===== config.mk =====
export PLATFORM = sky130hd
export DESIGN_NAME = dreq_arbiter_flat
export DESIGN_NICKNAME = d
export VERILOG_FILES = /design/src/rtl/dreq_arbiter_if.sv /design/src/rtl/dreq_arbiter.sv /design/src/flat_wrapper.sv
export SDC_FILE = /design/constraint.sdc
export NUM_CORES = 1
export LEC_CHECK = 0
export CAP_MARGIN = 20
export CORE_ASPECT_RATIO = 0.9
export CORE_MARGIN = 10
export CORE_UTILIZATION = 55
export DETAILED_ROUTE_END_ITERATION = 10
export GPL_ROUTABILITY_DRIVEN = 1
export GPL_TIMING_DRIVEN = 0
export PLACE_DENSITY = 0.83
export SYNTH_ARGS = -nofsm -noshare
export SYNTH_HDL_FRONTEND = slang
export SYNTH_SLANG_ARGS = --single-unit

===== constraint.sdc =====
create_clock -name CLK -period 5.1 [get_ports CLK]
set_clock_uncertainty 0.2 [all_clocks]
set_input_delay 1.53 -clock CLK [delete_from_list [all_inputs] [get_ports CLK]]
set_output_delay 1.53 -clock CLK [all_outputs]
set_load 0.02 [all_outputs]

===== src/rtl/dreq_arbiter_if.sv =====
// Bundle of the request/acknowledge signals between the peripherals, the
// DMA request arbiter and the DMAC.
//   REQ   : per-peripheral request level, bit i = channel i
//   MODE  : 0 = fixed priority, 1 = rotating priority
//   DREQ  : request presented to the DMAC
//   DACK  : acknowledge from the DMAC
//   EOP   : end-of-process from the DMAC
//   ACK   : per-peripheral acknowledge, one-hot or zero
//   CHSEL : index of the granted channel
//   BUSY  : arbiter not idle
//   ERR   : one-cycle DACK timeout pulse
// Modport slave is the arbiter side; master is the environment side.
interface dreq_arbiter_if #(
  parameter int unsigned NCH = 4,
  parameter int unsigned CW  = 2
);
  logic [NCH-1:0] REQ;
  logic           MODE;
  logic           DREQ;
  logic           DACK;
  logic           EOP;
  logic [NCH-1:0] ACK;
  logic [CW-1:0]  CHSEL;
  logic           BUSY;
  logic           ERR;

  modport master (
    output REQ, MODE, DACK, EOP,
    input  DREQ, ACK, CHSEL, BUSY, ERR
  );

  modport slave (
    input  REQ, MODE, DACK, EOP,
    output DREQ, ACK, CHSEL, BUSY, ERR
  );
endinterface


===== src/rtl/dreq_arbiter.sv =====
// Multi-channel DMA request arbiter placed in front of the DMAC. Picks one
// requesting peripheral (fixed or rotating priority), raises DREQ, routes the
// DMAC's DACK back to that peripheral only, and holds the grant until EOP.
// Ports:
//   CLK : system clock, rising edge
//   RST : asynchronous active-low reset
//   bus : dreq_arbiter_if.slave (REQ, MODE, DACK, EOP in; DREQ, ACK, CHSEL,
//         BUSY, ERR out, all outputs registered)
// Optional build macro ARB_TIMEOUT_EN: adds a GRANT-state DACK timeout of
// TIMEOUT_CYC cycles that pulses ERR, drops DREQ and skips the stalled
// channel. Without it GRANT waits indefinitely and ERR is tied low.
module dreq_arbiter #(
  parameter int unsigned NCH         = 4,
  parameter int unsigned CW          = 2,
  parameter int unsigned TIMEOUT_CYC = 64
) (
  input logic           CLK,
  input logic           RST,
  dreq_arbiter_if.slave bus
);

  // Elaboration-time parameter sanity check
  if (NCH < 2 || NCH > 8 || (2 ** CW) < NCH || TIMEOUT_CYC < 1) begin : g_param_check
    $error("dreq_arbiter: illegal NCH/CW/TIMEOUT_CYC combination");
  end

  typedef enum logic [1:0] {
    IDLE    = 2'd0,
    GRANT   = 2'd1,
    ACTIVE  = 2'd2,
    RELEASE = 2'd3
  } state_e;

  state_e         state_q, state_d;
  logic [CW-1:0]  chsel_q, chsel_d;
  logic [CW-1:0]  ptr_q, ptr_d;
  logic           dreq_q, dreq_d;
  logic [NCH-1:0] ack_q, ack_d;
  logic           busy_q;
  logic [CW-1:0]  winner;
  logic [CW-1:0]  chsel_inc;
  logic           req_sel;
  logic           timeout;

  // Decode a channel index into an NCH-wide one-hot vector
  function automatic logic [NCH-1:0] onehot(input logic [CW-1:0] idx);
    logic [NCH-1:0] v;
    v = '0;
    for (int i = 0; i < int'(NCH); i++) begin
      if (idx == CW'(i)) v[i] = 1'b1;
    end
    return v;
  endfunction

  // First set request bit, scanning up from 0 (fixed) or from ptr (rotating)
  function automatic logic [CW-1:0] pick(input logic [NCH-1:0] req,
                                         input logic           rot,
                                         input logic [CW-1:0]  ptr);
    logic [CW-1:0]  w;
    logic           found;
    logic [NCH-1:0] sh;
    int unsigned    idx;
    w     = '0;
    found = 1'b0;
    for (int unsigned k = 0; k < NCH; k++) begin
      idx = rot ? ((32'(ptr) + k) % NCH) : k;
      sh  = req >> idx;
      if (!found && sh[0]) begin
        found = 1'b1;
        w     = CW'(idx);
      end
    end
    return w;
  endfunction

  assign winner    = pick(bus.REQ, bus.MODE, ptr_q);
  assign req_sel   = |(bus.REQ & onehot(chsel_q));
  assign chsel_inc = (chsel_q == CW'(NCH - 1)) ? '0 : chsel_q + CW'(1);

`ifdef ARB_TIMEOUT_EN
  localparam int unsigned CNT_W = ($clog2(TIMEOUT_CYC + 1) > 8) ? $clog2(TIMEOUT_CYC + 1) : 8;

  logic [CNT_W-1:0] cnt_q;
  logic             err_d, err_q;

  // Cycles spent waiting in GRANT; cleared whenever GRANT is left or entered
  always_ff @(posedge CLK or negedge RST) begin
    if (!RST) begin
      cnt_q <= '0;
    end else if (state_q == GRANT && state_d == GRANT) begin
      cnt_q <= cnt_q + CNT_W'(1);
    end else begin
      cnt_q <= '0;
    end
  end

  assign timeout = (cnt_q == CNT_W'(TIMEOUT_CYC - 1));

  // ERR fires only when the timeout is the event that actually ends GRANT
  assign err_d = (state_q == GRANT) && !bus.EOP && !bus.DACK && req_sel && timeout;

  always_ff @(posedge CLK or negedge RST) begin
    if (!RST) begin
      err_q <= 1'b0;
    end else begin
      err_q <= err_d;
    end
  end

  assign bus.ERR = err_q;
`else
  assign timeout = 1'b0;
  assign bus.ERR = 1'b0;
`endif

  // State register
  always_ff @(posedge CLK or negedge RST) begin
    if (!RST) begin
      state_q <= IDLE;
    end else begin
      state_q <= state_d;
    end
  end

  // Next-state logic; EOP outranks DACK, DACK outranks withdrawal/timeout
  always_comb begin
    state_d = state_q;
    case (state_q)
      IDLE: begin
        if (|bus.REQ) state_d = GRANT;
      end
      GRANT: begin
        if (bus.EOP)       state_d = RELEASE;
        else if (bus.DACK) state_d = ACTIVE;
        else if (!req_sel) state_d = IDLE;
        else if (timeout)  state_d = IDLE;
      end
      ACTIVE: begin
        if (bus.EOP) state_d = RELEASE;
      end
      RELEASE: begin
        if (!bus.DACK) state_d = IDLE;
      end
      default: state_d = IDLE;
    endcase
  end

  // Next values of the registered outputs and the rotate pointer
  always_comb begin
    dreq_d  = 1'b0;
    ack_d   = '0;
    chsel_d = chsel_q;
    ptr_d   = ptr_q;
    case (state_q)
      IDLE: begin
        if (|bus.REQ) begin
          chsel_d = winner;
          dreq_d  = 1'b1;
        end
      end
      GRANT: begin
        if (bus.EOP) begin
          dreq_d = 1'b0;
        end else if (bus.DACK) begin
          dreq_d = req_sel;
        end else if (!req_sel) begin
          // Withdrawal: pointer deliberately left alone
          dreq_d = 1'b0;
        end else if (timeout) begin
          dreq_d = 1'b0;
          ptr_d  = chsel_inc;
        end else begin
          dreq_d = 1'b1;
        end
      end
      ACTIVE: begin
        if (!bus.EOP) begin
          dreq_d = req_sel;
          ack_d  = bus.DACK ? onehot(chsel_q) : '0;
        end
      end
      RELEASE: begin
        if (!bus.DACK) ptr_d = chsel_inc;
      end
      default: begin
        dreq_d = 1'b0;
      end
    endcase
  end

  // Output and pointer registers
  always_ff @(posedge CLK or negedge RST) begin
    if (!RST) begin
      dreq_q  <= 1'b0;
      ack_q   <= '0;
      chsel_q <= '0;
      ptr_q   <= '0;
      busy_q  <= 1'b0;
    end else begin
      dreq_q  <= dreq_d;
      ack_q   <= ack_d;
      chsel_q <= chsel_d;
      ptr_q   <= ptr_d;
      busy_q  <= (state_d != IDLE);
    end
  end

  assign bus.DREQ  = dreq_q;
  assign bus.ACK   = ack_q;
  assign bus.CHSEL = chsel_q;
  assign bus.BUSY  = busy_q;

endmodule


===== src/flat_wrapper.sv =====
// flat-port wrapper written by rule: the top's interface ports become plain ports
module dreq_arbiter_flat 
#(
  parameter int unsigned NCH         = 4,
  parameter int unsigned CW          = 2,
  parameter int unsigned TIMEOUT_CYC = 64
)
  (CLK, RST, bus_REQ, bus_MODE, bus_DACK, bus_EOP, bus_DREQ, bus_ACK, bus_CHSEL, bus_BUSY, bus_ERR);
  dreq_arbiter_if #(.NCH(NCH), .CW(CW)) bus_i ();
  input logic CLK;
  input logic RST;
  input wire logic [$bits(bus_i.REQ)-1:0] bus_REQ;
  input wire logic [$bits(bus_i.MODE)-1:0] bus_MODE;
  input wire logic [$bits(bus_i.DACK)-1:0] bus_DACK;
  input wire logic [$bits(bus_i.EOP)-1:0] bus_EOP;
  output wire logic [$bits(bus_i.DREQ)-1:0] bus_DREQ;
  output wire logic [$bits(bus_i.ACK)-1:0] bus_ACK;
  output wire logic [$bits(bus_i.CHSEL)-1:0] bus_CHSEL;
  output wire logic [$bits(bus_i.BUSY)-1:0] bus_BUSY;
  output wire logic [$bits(bus_i.ERR)-1:0] bus_ERR;
  assign bus_i.REQ = bus_REQ;
  assign bus_i.MODE = bus_MODE;
  assign bus_i.DACK = bus_DACK;
  assign bus_i.EOP = bus_EOP;
  assign bus_DREQ = bus_i.DREQ;
  assign bus_ACK = bus_i.ACK;
  assign bus_CHSEL = bus_i.CHSEL;
  assign bus_BUSY = bus_i.BUSY;
  assign bus_ERR = bus_i.ERR;
  dreq_arbiter #(.NCH(NCH), .CW(CW), .TIMEOUT_CYC(TIMEOUT_CYC)) u_core (.CLK(CLK), .RST(RST), .bus(bus_i));
endmodule

# Word-level counts from Yosys, hierarchy flattened
# Index checks and enable logic that the tools add are counted.
# classes
n_addsub	4
n_eq_ne	6
shifts	4
n_mux	32
bitwise_logic	2
n_reduce_logical	13
# op_table
cell	n
$shr A4 B32 Y1	4
$mux W2	15
$mux W1	12
$mux W4	3
$eq A2 B2 Y1 const B	4
$pmux W2 S4	1
$reduce_or A4 Y1	2
$add A2 B1 Y2 const B	2
$add A2 B2 Y2 const B	2
$and A4 B4 Y4	1
$eq A2 B1 Y1 const B	2
$logic_not A2 Y1	2
$reduce_and A2 Y1	2
$logic_and A1 B1 Y1	3
$logic_not A1 Y1	3
$pmux W1 S3	1
$reduce_bool A2 Y1	1
$not A1 Y1	1
# word_totals
ff_bits	12
input_bits	9

# Logic depth before layout (Yosys ltp)
# logic_depth
ltp_word	12
ltp_mapped	7
ltp_nobuf	7

# Least setup slack after synthesis
# No wires, ideal clock.
# synth_path
path_type	input port to flip-flop
start	input bus_REQ[1]
end	register u_core.chsel_q[1] (netlist: u_core.bus.CHSEL[1])
t_arrival_ns	2.853
path_slack_ns	1.974
cell_stages	6
path_buffers	1
path_cell_list	buf_4 > or4_4 > and2_4 > and3_4 > a32o_1 > a21oi_2
# synth_via
elab_chain_len	11
elab_cells_between_ends	19
# synth_rtl
element	line_no	text
start, declared	flat_wrapper.sv:12	input wire logic [$bits(bus_i.REQ)-1:0] bus_REQ;
$shr A4 B32 Y1	dreq_arbiter.sv:67	sh = req >> idx;
$mux W1	dreq_arbiter.sv:68	if (!found && sh[0]) begin
$logic_not A1 Y1	dreq_arbiter.sv:68	
$logic_and A1 B1 Y1	dreq_arbiter.sv:68	
$mux W1	dreq_arbiter.sv:68	
$logic_not A1 Y1	dreq_arbiter.sv:68	
$logic_and A1 B1 Y1	dreq_arbiter.sv:68	
$mux W1	dreq_arbiter.sv:68	
$logic_not A1 Y1	dreq_arbiter.sv:68	
$logic_and A1 B1 Y1	dreq_arbiter.sv:68	
$mux W2	dreq_arbiter.sv:68	
end signal, assigned	dreq_arbiter.sv:202	chsel_q <= chsel_d;
end, declared	dreq_arbiter.sv:35	logic [CW-1:0] chsel_q, chsel_d;
# Parallel ways exist; a longest one is shown, timed or not.
# A chain may end at the register's enable or synchronous reset.

# Worst setup path in the final report
# layout_path
start	input bus_REQ[2]
end	register u_core.busy_q (netlist: u_core.bus.BUSY)
# layout_via
elab_chain_len	7
elab_cells_between_ends	9
# layout_rtl
element	line_no	text
$and A4 B4 Y4	dreq_arbiter.sv:77	assign req_sel = |(bus.REQ & onehot(chsel_q));
$reduce_or A4 Y1	dreq_arbiter.sv:77	
$mux W2	dreq_arbiter.sv:135	else if (!req_sel) state_d = IDLE;
$mux W2	dreq_arbiter.sv:134	else if (bus.DACK) state_d = ACTIVE;
$mux W2	dreq_arbiter.sv:133	if (bus.EOP) state_d = RELEASE;
$pmux W2 S4 *	dreq_arbiter.sv:128	case (state_q)
named net u_core.state_d[0]	dreq_arbiter.sv:34	state_e state_q, state_d;
$reduce_bool A2 Y1 *	dreq_arbiter.sv:204	busy_q <= (state_d != IDLE);
end signal, assigned	dreq_arbiter.sv:204	
end, declared	dreq_arbiter.sv:39	logic busy_q;
# The timed path passes the listed nets; every way through them passes the cells marked *.

==> run metrics <==
first-pass detailed-route iteration total=4; deepest clock path buffer count=2; largest family of logic cells by synthesized area=simple AND/OR/NAND/NOR gates; fraction of the mapped netlist area in adder cells=0.115; maximum ir drop on the vdd rail=329 µV; CTS clk-pin slew, worst paths=70 ps; CTS tree=done; fraction of layout instances using a drive strength above 1=0.123; post-layout min period=3300 ps; Critical Path Sink Type=flop; critical path data required time=5060 ps; post-synthesis net count=131; 1st-iter DRT viols=21; worst-path fanout max=10; placed instance area=1150 µm²; filler cell count in the final layout=147; worst stage delay on the critical path=460 ps; wire per inst=14.4 µm; synthesized-area fraction occupied by and/or/nand/nor cells=0.234; final-layout worst hold slack=385 ps; number of warning messages in the yosys log=0; sequential share of the synthesized area=0.307; RD Place Congestion=0.822; layout overhead on the synthesized area=19.7%; Sequential Area=300 µm²; Post-DP HPWL=1760 µm; global-route wire length before repair=3680 µm; mux cell area share after synthesis=0.0421; Die H=60.0 µm; wirelength, routed=2220 µm; worst path arrival time=3260 ps; number of nets at the end of the flow=150; post-route clock period utilization=0.647; number of standard cells in the layout, taps in and fillers out=154; master of the slowest instance on the critical path=sky130_fd_sc_hd__clkdlybuf4s50_1; Worst setup SP type=input pin; area of the placeable core=1680 µm²; combined area of the multi-input logic cells=606 µm²; netlist area before placement=980 µm²; total number of clock tree sinks=12; overall fraction of global-route tracks in use=0.121; leakage power figure=0.512 nW; final core utilization=0.697; final-report max-slew violation count=0; number of flops mapped to enable cells by yosys=0; number of antenna violations at the first check in global routing=0; Std-Cell Rows=14; cell count after synthesis=113; number of flip-flops and latches in the synthesized netlist=12; buffer count from post-CTS setup fixing=0; Vias per Instance=5.76; number of placed I/O pins=18; commonest register cell after synthesis=sky130_fd_sc_hd__dfrtp_1; number of H-tree levels=1; cts-stage hold buffer count=0; Horiz. Die Dim=64.5 µm; placed cells=151; origin of the worst min-delay path=u_core.bus.CHSEL[0]$_DFFE_PN0P_; remaining design rule violation count=0; Final setup viols=0; Tot Pwr=0.563 mW; Compound-Gate Fraction of Synth Area=0.215; Cell Chain, Critical Path=clkdlybuf4s50_1 > clkbuf_1 > a22oi_1 > nand2_1 > a31oi_1 > o221ai_1 > or2_2; crit path buf inv count=2; Starting Density=0.583; setup repair after global routing missed its margin=no; Top Family by Delay on Critical Path=buffers and inverters; final setup margin=1800 ps; via count=887; post-synthesis average cell area=8.67 µm²; post-route design area=1170 µm²; Synth cell types=40; die footprint=3870 µm²; Routed Antenna Nets=0; pin count of the biggest net entering global routing=13; kind of path behind the tightest hold check=flop to flop; # diodes=0; final sum of negative setup slack=0 ps; number of hold violations in the final report=0; CP startpoint=bus_REQ[2]; worst setup path category=input pin to flop; worst r2r src=u_core.bus.CHSEL[0]$_DFFE_PN0P_; XOR/XNOR share of the synthesized area=0.00894; cell at the root of the clock tree=sky130_fd_sc_hd__clkbuf_4; post-cts gate resize count=0; number of global-route vias before repair=845; power per standard cell area=480 nW/µm²; number of buffers added by the clock tree synthesis step=3; highest attainable clock frequency=303 MHz; max capacitance violation total=0; GR Overflow Total=0; worst slack after detailed placement=1530 ps; clock latency on the worst-skew pair=280 ps; status=finished, final reports clean; Port Buf Inserts=14; Synth async-reset ratio=1.00
==> report_power, final <==
part           internal [mW]  total, mW  switching (mW)
clock network         0.0274     0.0575          0.0301
registers              0.128      0.160          0.0329
logic                  0.158      0.345           0.188
==> cell type report <==
type | instances | share of cell area
Multi-Input combinational cell | 87 | 0.517
Clock buffer | 3 | 0.0192
Inverter | 6 | 0.0192
Sequential cell | 12 | 0.256
Timing Repair Buffer | 14 | 0.120
Tap cell | 24 | 0.0256
Buffer | 8 | 0.0438
==> Yosys cell counts (2+ instances only) <==
| cell | number | area (µm²) |
|---|---|---|
| sky130_fd_sc_hd__a21oi_1 | 7 | 35.0 |
| sky130_fd_sc_hd__nand2_1 | 11 | 41.3 |
| sky130_fd_sc_hd__o22ai_1 | 2 | 12.5 |
| sky130_fd_sc_hd__nor2b_1 | 2 | 12.5 |
| sky130_fd_sc_hd__o221ai_1 | 4 | 35.0 |
| sky130_fd_sc_hd__nand3b_1 | 4 | 30.0 |
| sky130_fd_sc_hd__nor2_1 | 4 | 15.0 |
| sky130_fd_sc_hd__a22oi_1 | 2 | 15.0 |
| sky130_fd_sc_hd__dfrtp_1 | 12 | 300 |
| sky130_fd_sc_hd__buf_2 | 2 | 10.0 |
| sky130_fd_sc_hd__ha_1 | 9 | 113 |
| sky130_fd_sc_hd__a211oi_1 | 2 | 15.0 |
| sky130_fd_sc_hd__o21ai_0 | 8 | 40.0 |
| sky130_fd_sc_hd__and2_1 | 4 | 25.0 |
| sky130_fd_sc_hd__nor3b_1 | 2 | 15.0 |
| sky130_fd_sc_hd__inv_1 | 6 | 22.5 |
| sky130_fd_sc_hd__buf_4 | 3 | 22.5 |
| sky130_fd_sc_hd__clkbuf_1 | 2 | 7.51 |
| sky130_fd_sc_hd__mux2i_1 | 3 | 30.0 |
| sky130_fd_sc_hd__nand3_1 | 4 | 20.0 |
==> per-layer routing <==
metal | global-route usage | routed length [µm] | up-vias
met3 | 0.0206 | 126 | 5
li1 | - | - | 439
met1 | 0.134 | 981 | 414
met5 | 0 | 0 | -
met2 | 0.205 | 1060 | 29
met4 | 0.0884 | 60 | 0
==> worst paths after layout <==
kind,end,slack (ps),cells past startpoint
min in group asynchronous,u_core.bus.ACK[3]$_DFF_PN0_,1380,1
worst max register to register,u_core.bus.BUSY$_DFF_PN0_,3050,7
worst min register to register,u_core.ptr_q[0]$_DFFE_PN0P_,390,1
worst max-delay path,u_core.bus.BUSY$_DFF_PN0_,1800,7
worst min-delay path,u_core.ptr_q[0]$_DFFE_PN0P_,390,1
max in group asynchronous,u_core.state_q[0]$_DFF_PN0_,2990,1
==> registers in the layout, indices dropped and copies added, names as in the netlist <==
signal	cells
u_core.ptr_q	2
u_core.bus.ACK	4
u_core.state_q	2
u_core.bus.BUSY	1
u_core.bus.DREQ	1
u_core.bus.CHSEL	2
==> placed cells by master (no fill, tap or decap), drive strengths merged <==
cell / Yosys / final
a211oi: 2 / 2
a21oi: 8 / 8
a22oi: 2 / 2
a2bb2oi: 1 / 1
a31oi: 1 / 1
a32o: 1 / 1
and2: 5 / 5
and3: 2 / 2
buf: 6 / 6
clkbuf: 2 / 5
clkdlybuf4s50: 0 / 14
conb: 1 / 1
dfrtp: 12 / 12
ha: 9 / 9
inv: 6 / 6
mux2: 1 / 1
mux2i: 3 / 3
nand2: 11 / 11
nand2b: 1 / 1
nand3: 4 / 4
nand3b: 4 / 4
nand4: 1 / 1
nor2: 4 / 4
nor2b: 2 / 2
nor3: 1 / 1
nor3b: 2 / 2
o2111ai: 1 / 1
o21a: 1 / 1
o21ai: 8 / 8
o221ai: 4 / 4
o22ai: 2 / 2
o31ai: 1 / 1
or2: 1 / 1
or4: 2 / 2
xor2: 1 / 1
==> cell families after synthesis <==
family | Yosys count
AND/OR/NAND/NOR | 40
AO/OA/AOI/OAI | 32
buffers and inverters | 14
flip-flops | 12
adder cells (fa/ha/maj) | 9
multiplexers | 4
other | 1
XOR/XNOR | 1
Power figures use the tool's default switching activity.
